### config.mk
export PLATFORM = sky130hd
export DESIGN_NAME = param_signed_multiplier
export DESIGN_NICKNAME = d
export VERILOG_FILES = /design/src/rtl/param_signed_multiplier.sv
export SDC_FILE = /design/constraint.sdc
export NUM_CORES = 1
export LEC_CHECK = 0
export BUFFER_PORTS_ARGS = -buffer_cell sky130_fd_sc_hd__buf_2
export CAP_MARGIN = 20
export CORE_MARGIN = 4
export CORE_UTILIZATION = 50
export CTS_CLUSTER_DIAMETER = 80
export DETAILED_ROUTE_END_ITERATION = 8
export HOLD_SLACK_MARGIN = 0.06
export PLACE_DENSITY = 0.71
export SETUP_SLACK_MARGIN = 0.15
export SYNTH_ARGS = -nofsm -noshare
export SYNTH_HDL_FRONTEND = slang
export SYNTH_SLANG_ARGS = --single-unit
### constraint.sdc
create_clock -name clk -period 2.3 [get_ports clk]
set_input_delay 0 -clock clk [delete_from_list [all_inputs] [get_ports clk]]
set_output_delay 0 -clock clk [all_outputs]
set_load 0.03 [all_outputs]
### src/rtl/param_signed_multiplier.sv
// Sequential shift-add multiplier for signed or unsigned operands with a start/busy/done handshake.
// Works on operand magnitudes, one multiplier bit per clock, and applies the sign in a final fix-up cycle.
module param_signed_multiplier #(
    parameter int WIDTH = 8
) (
    input  logic                 clk,
    input  logic                 rst,
    input  logic                 start,
    input  logic                 signed_mode,
    input  logic [WIDTH-1:0]     multiplier,
    input  logic [WIDTH-1:0]     multiplicand,
    output logic                 busy,
    output logic                 done,
    output logic [2*WIDTH-1:0]   product,
    output logic                 sign,
    output logic                 zflag
);

    localparam int CNT_W = $clog2(WIDTH);

    typedef enum logic [1:0] {
        IDLE = 2'd0,
        RUN  = 2'd1,
        FIX  = 2'd2
    } state_t;

    state_t               state, state_nxt;
    logic [WIDTH-1:0]     mplr_q;
    logic [2*WIDTH-1:0]   mcand_q;
    logic [2*WIDTH-1:0]   acc_q;
    logic [CNT_W-1:0]     cnt_q;
    logic                 neg_q;
    logic                 zero_q;

    // The most-negative value maps to 2^(WIDTH-1), which still fits as an unsigned magnitude.
    function automatic logic [WIDTH-1:0] magnitude(input logic [WIDTH-1:0] v, input logic smode);
        logic signed [WIDTH-1:0] sv;
        sv = $signed(v);
        return (smode && sv < 0) ? $unsigned(-sv) : v;
    endfunction

    function automatic logic signed [2*WIDTH-1:0] apply_sign(input logic [2*WIDTH-1:0] mag,
                                                             input logic neg);
        logic signed [2*WIDTH-1:0] s;
        s = $signed(mag);
        return neg ? -s : s;
    endfunction

    always_comb begin
        state_nxt = state;
        case (state)
            IDLE:    if (start) state_nxt = RUN;
            RUN:     if (cnt_q == CNT_W'(WIDTH-1)) state_nxt = FIX;
            FIX:     state_nxt = IDLE;
            default: state_nxt = IDLE;
        endcase
    end

    always_ff @(posedge clk) begin
        if (rst) begin
            state   <= IDLE;
            busy    <= 1'b0;
            done    <= 1'b0;
            product <= '0;
            sign    <= 1'b0;
            zflag   <= 1'b0;
        end else begin
            state <= state_nxt;
            busy  <= (state_nxt != IDLE);
            done  <= (state == FIX);
            if (state == FIX) begin
                product <= apply_sign(acc_q, neg_q);
                sign    <= neg_q & ~zero_q;
                zflag   <= zero_q;
            end
        end
    end

    // Datapath: shifting the multiplicand left each step is the same as adding it shifted by cnt.
    always_ff @(posedge clk) begin
        if (state == IDLE && start) begin
            mplr_q  <= magnitude(multiplier, signed_mode);
            mcand_q <= {{WIDTH{1'b0}}, magnitude(multiplicand, signed_mode)};
            acc_q   <= '0;
            cnt_q   <= '0;
            neg_q   <= signed_mode & (multiplier[WIDTH-1] ^ multiplicand[WIDTH-1]);
            zero_q  <= (multiplier == '0) || (multiplicand == '0);
        end else if (state == RUN) begin
            if (mplr_q[0]) acc_q <= acc_q + mcand_q;
            mplr_q  <= mplr_q >> 1;
            mcand_q <= mcand_q << 1;
            cnt_q   <= cnt_q + 1'b1;
        end
    end

endmodule

Word level (Yosys, flattened, before mapping) --
Cells that the tools add are included.
Word-level totals: ROM bits 0, bits in registers 67, bits in writable memories 0, output and inout bits 20, bits in latches 0, memories kept 0
Cells by class: bitwise operators 4, shift operators 0, magnitude comparators 2, multipliers 0, multiplexer cells 10, divide/modulo/power cells 0, equal/unequal tests 3, reductions and logical operators 10, add/sub/neg operators 5
Operators with widths (count):
- $mux W8 | 6
- $add A16 B16 Y16 | 1
- $logic_not A8 Y1 | 2
- $lt A8 B1 Y1 const B | 2
- $mux W16 | 1
- $neg A16 Y16 | 1
- $neg A8 Y8 | 2
- $mux W2 | 2
- $pmux W2 S2 | 1
- $reduce_bool A2 Y1 | 2
- $add A3 B1 Y3 const B | 1
- $eq A3 B3 Y1 const B | 1
- $logic_and A1 B1 Y1 | 3
- $and A1 B1 Y1 | 2
- $eq A2 B1 Y1 const B | 1
- $eq A2 B2 Y1 const B | 1
- $logic_not A2 Y1 | 1
- $reduce_and A2 Y1 | 1
- $logic_or A1 B1 Y1 | 1
- $not A1 Y1 | 1
- $xor A1 B1 Y1 | 1

Logic depth before layout (Yosys ltp) --
depth in word-level cells 4, gate-level depth with buffers 8

Worst setup path before layout --
Ideal clock, no wire load.
kind register to register, from register mcand_q[0], to register acc_q[8], arrival 2.107 ns, library setup time 0.078 ns, clock period less this slack 2.185 ns, path slack 0.115 ns, stages on the path, launching flop included 9, cell sequence edfxtp_1 -> ha_1 -> fa_1 -> a21o_1 -> a21o_1 -> a21oi_1 -> o21ai_0 -> and3_2 -> nor3_1
On the way: longest elaborated chain between the ends 1
Ends and longest elaborated chain:
- from (decl) | line 29 | logic [2*WIDTH-1:0] mcand_q;
- from (signal assigned) | line 83 | mcand_q <= {{WIDTH{1'b0}}, magnitude(multiplicand, signed_mode)};
- from (signal assigned) | line 91 | mcand_q <= mcand_q << 1;
- $add A16 B16 Y16 | line 89 | if (mplr_q[0]) acc_q <= acc_q + mcand_q;
- to (signal assigned) | line 89
- to (decl) | line 30 | logic [2*WIDTH-1:0] acc_q;
Every way passes these cells. A chain may end at the register's enable or synchronous reset.

Final worst setup path --
from register mcand_q[3], to register acc_q[15]
The elaborated chain is that of the path after synthesis.

==> Flow_metrics.wiki <==
{| class="wikitable"
! Metric !! Value
|-
| Finished Core Util || 64.95%
|-
| Hold Fails Final Rpt || 0
|-
| Io pins || 40
|-
| GRT Resource Usage Total || 20.76%
|-
| Cells after synthesis || 428
|-
| Global-route congestion overflow total || 0
|-
| Worst Max-Slew Pin Slew || 0.6542 ns
|-
| Core region area || 7253 µm²
|-
| Power consumption || 0.003427 W
|-
| Pwr per Cell Area || 727.4 nW/µm²
|-
| Minimum setup slack among reg-to-reg paths || 0.19 ns
|-
| Netlist cell types || 55
|-
| Final-report setup violation count || 0
|-
| Clk root buf || sky130_fd_sc_hd__clkbuf_8
|-
| Flop and latch count out of synthesis || 67
|-
| Critical hold path startpoint || multiplicand[4]
|-
| Yosys synthesis warning count || 0
|-
| Leading cell types in the layout, fill and taps excluded || sky130_fd_sc_hd__nand2_1, sky130_fd_sc_hd__dfxtp_1, sky130_fd_sc_hd__nor2_1, sky130_fd_sc_hd__buf_2, sky130_fd_sc_hd__buf_4
|-
| Share of layout cells above drive strength 1 || 22.24%
|-
| Mean instance size in the synthesized netlist || 8.726 µm²
|-
| Pre-antenna DRT Iters || 4
|-
| Final-report max-slew violation count || 0
|-
| Global-route wire length before repair || 14680 µm
|-
| Post-route standard cell area excluding fillers || 4711 µm²
|-
| Largest fanout of any net on the critical path || 5
|-
| Standard cell area after detailed placement || 4143 µm²
|-
| Area of the die || 8916 µm²
|-
| Worst max-slew margin expressed relative to the limit || 56.34%
|-
| Result of the run || finished clean
|-
| Leakage component of the power || 1.979 nW
|-
| Detail Placement HPWL || 6269 µm
|-
| Hold WC Path Type || input pin to flip-flop
|-
| EDFF count, synth || 18
|-
| Clk sinks || 67
|-
| Syn-to-layout area delta || 26.13%
|-
| Leading cell type in the layout, fill and taps excluded || sky130_fd_sc_hd__nand2_1
|-
| Final wirelength || 8598 µm
|-
| Antenna-violating nets left || 0
|-
| Min Clock Period, post-route || 2.108 ns
|-
| Number of vias in the routed layout || 3284
|-
| Arrival time at the worst endpoint || 2.38 ns
|-
| Final-layout worst hold slack || 0.07864 ns
|-
| Start of the worst register-to-register path || mcand_q[3]
|-
| RD Place Congestion || 0.8691
|-
| Number of remaining DRC errors || 0
|-
| Critical setup path kind || flip-flop to flip-flop
|-
| Fillcell total || 624
|-
| Achievable clock frequency || 474.5 MHz
|-
| Number of clock buffers inserted by TritonCTS || 9
|-
| Antenna violations before repair || 0
|-
| Maximum clock insertion buffer count || 2
|-
| Critical Path End Type || flip-flop
|-
| FFs w/ async S/R, synth || 0%
|-
| Dominant synthesized flop cell || sky130_fd_sc_hd__dfxtp_1
|-
| Capturing point of the worst reg2reg path || acc_q[15]
|-
| Total number of nets in the final design || 544
|-
| RSZ-0062 raised after global routing || yes
|-
| Net count after synthesis || 469
|-
| Combined area of all synthesized cells || 3735 µm²
|-
| Number of input and output port buffers inserted || 39
|-
| Horizontal extent of the die || 94.43 µm
|-
| WL per Instance || 14.16 µm
|-
| Overall die height || 94.43 µm
|-
| Number of diodes || 0
|-
| Clock tree from TritonCTS || built
|-
| Share of synthesized area occupied by flip-flops and latches || 40.74%
|-
| Initial detailed-routing violation count || 148
|-
| Via/cell ratio || 5.410
|-
| Number of H-tree branching levels || 3
|-
| Effective utilization at floorplan || 51.49%
|-
| Skew final || 0.01124 ns
|-
| Maximum VDD drop || 0.3280 mV
|-
| Least setup slack across all paths after layout || 0.1924 ns
|-
| Placement-stage worst setup slack || -0.01606 ns
|-
| Portion of the clock cycle consumed by the worst path in the final layout || 91.64%
|-
| Area of the multi-input gates || 2203 µm²
|-
| Hold-critical path endpoint || mcand_q[4]
|-
| Largest net degree at the start of global routing || 30
|-
| R2R depth || 7
|-
| Min-Delay Path Depth || 3
|-
| Required time of the critical path || 2.58 ns
|-
| Standard-cell row count || 31
|-
| CP Launch Type || flip-flop
|-
| Max-capacitance violation count || 0
|-
| Clock-pin slew on the worst setup and hold paths || 0.07 ns
|-
| Number of global-route vias before repair || 3182
|-
| Worst skew pair latency || 0.34 ns
|-
| Sequential cell area || 1521 µm²
|}
## metrics by stage
| stage | TNS (ns) | cells |
|---|---|---|
| after detailed placement | -0.01606 | 569 |
| after CTS | 0 | 599 |
| after global routing | 0 | 607 |
| final | 0 | 607 |
| after global placement | 0 | 569 |
| after floorplan | 0 | 428 |
## Yosys cell counts, types with 2 or more instances
master | number | share of area (%)
sky130_fd_sc_hd__nor4_1 | 3 | 0.50
sky130_fd_sc_hd__or4_1 | 3 | 0.60
sky130_fd_sc_hd__a22o_1 | 10 | 2.3
sky130_fd_sc_hd__and2_1 | 2 | 0.33
sky130_fd_sc_hd__a211oi_1 | 13 | 2.6
sky130_fd_sc_hd__nand3_1 | 9 | 1.2
sky130_fd_sc_hd__inv_1 | 15 | 1.5
sky130_fd_sc_hd__nor3_1 | 13 | 1.7
sky130_fd_sc_hd__nor2_1 | 43 | 4.3
sky130_fd_sc_hd__o21ai_1 | 3 | 0.40
sky130_fd_sc_hd__xor2_1 | 17 | 4.0
sky130_fd_sc_hd__o41ai_1 | 3 | 0.70
sky130_fd_sc_hd__a21oi_1 | 25 | 3.4
sky130_fd_sc_hd__nor2b_1 | 2 | 0.33
sky130_fd_sc_hd__o31ai_1 | 6 | 1.2
sky130_fd_sc_hd__nor3b_1 | 2 | 0.40
sky130_fd_sc_hd__edfxtp_1 | 18 | 14
sky130_fd_sc_hd__nand4_1 | 2 | 0.33
sky130_fd_sc_hd__a31oi_1 | 4 | 0.67
sky130_fd_sc_hd__or3_1 | 6 | 1.0
sky130_fd_sc_hd__o2111ai_1 | 2 | 0.47
sky130_fd_sc_hd__mux2i_1 | 8 | 2.1
sky130_fd_sc_hd__and3_1 | 2 | 0.33
sky130_fd_sc_hd__nand2b_1 | 2 | 0.33
sky130_fd_sc_hd__o21ai_0 | 26 | 3.5
sky130_fd_sc_hd__xnor2_1 | 12 | 2.8
sky130_fd_sc_hd__a21o_1 | 6 | 1.2
sky130_fd_sc_hd__dfxtp_1 | 49 | 26
sky130_fd_sc_hd__clkbuf_1 | 16 | 1.6
sky130_fd_sc_hd__ha_1 | 20 | 6.7
sky130_fd_sc_hd__o21bai_1 | 4 | 0.80
sky130_fd_sc_hd__nand2_1 | 59 | 5.9
## layer usage
layer / track usage [%] / vias up / routed length (µm)
li1: - / 1695 / -
met2: 34.81 / 86 / 4133
met3: 4.462 / 11 / 495
met1: 26.26 / 1492 / 3841
met5: 0 / - / 0
met4: 7.702 / 0 / 128
## final cells by class
class                   instances  area share (%)
multi-input cells             327           46.77
flip-flops and latches         67           32.30
repair buffers                 83           11.79
clock buffers                  13           4.303
well taps                      99           2.629
inverters                      15           1.195
clock inverters                 3           1.009
## registers in the layout (all words and copies together), names as in the netlist
name and cells:
acc_q 16, mcand_q 16, product 16, mplr_q 8, cnt_q 3, state 2
busy 1, done 1, neg_q 1, sign 1, zero_q 1, zflag 1
## where the power goes
part	switching [W]	internal, W
registers	0.0000829	0.00131
logic	0.000460	0.000403
clock network	0.000469	0.000703
total	0.00101	0.00242
## worst max-delay path by stage
stage                          start  cells past startpoint  slack [ns]        end
after detailed placement  mcand_q[0]                      8       -0.02   acc_q[8]
after global placement    mcand_q[0]                      8        0.08   acc_q[8]
after global routing      mcand_q[7]                      7        0.06  acc_q[15]
after floorplan           mcand_q[0]                      8        0.18   acc_q[8]
final                     mcand_q[3]                      7        0.19  acc_q[15]
after CTS                 mcand_q[0]                      8        0.16   acc_q[8]
## logic make-up after synthesis
| group | after synthesis | share of synthesized area (%) |
|---|---|---|
| compound gates | 112 | 19.90 |
| fa+ha+maj | 21 | 7.236 |
| simple gates | 156 | 19.23 |
| buf+inv | 34 | 3.651 |
| flops | 67 | 40.74 |
| mux | 9 | 2.446 |
| xor+xnor | 29 | 6.801 |
## critical path: stages (launching register included)
cell and delay (ns):
sky130_fd_sc_hd__edfxtp_1 0.42, sky130_fd_sc_hd__ha_1 0.34, sky130_fd_sc_hd__o21ai_1 0.12, sky130_fd_sc_hd__o21ai_4 0.19, sky130_fd_sc_hd__nand4_1 0.15, sky130_fd_sc_hd__and4_4 0.22
sky130_fd_sc_hd__or4_1 0.46, sky130_fd_sc_hd__a21oi_1 0.14
## repair_timing
action	CTS	global route
hold buffers	12	0
pin swaps	2	8
hold endpoints to repair	18	0
setup buffers	2	8
resized for setup	5	17
endpoints found under the setup margin	6	6
(Power assumes the default switching activity.)
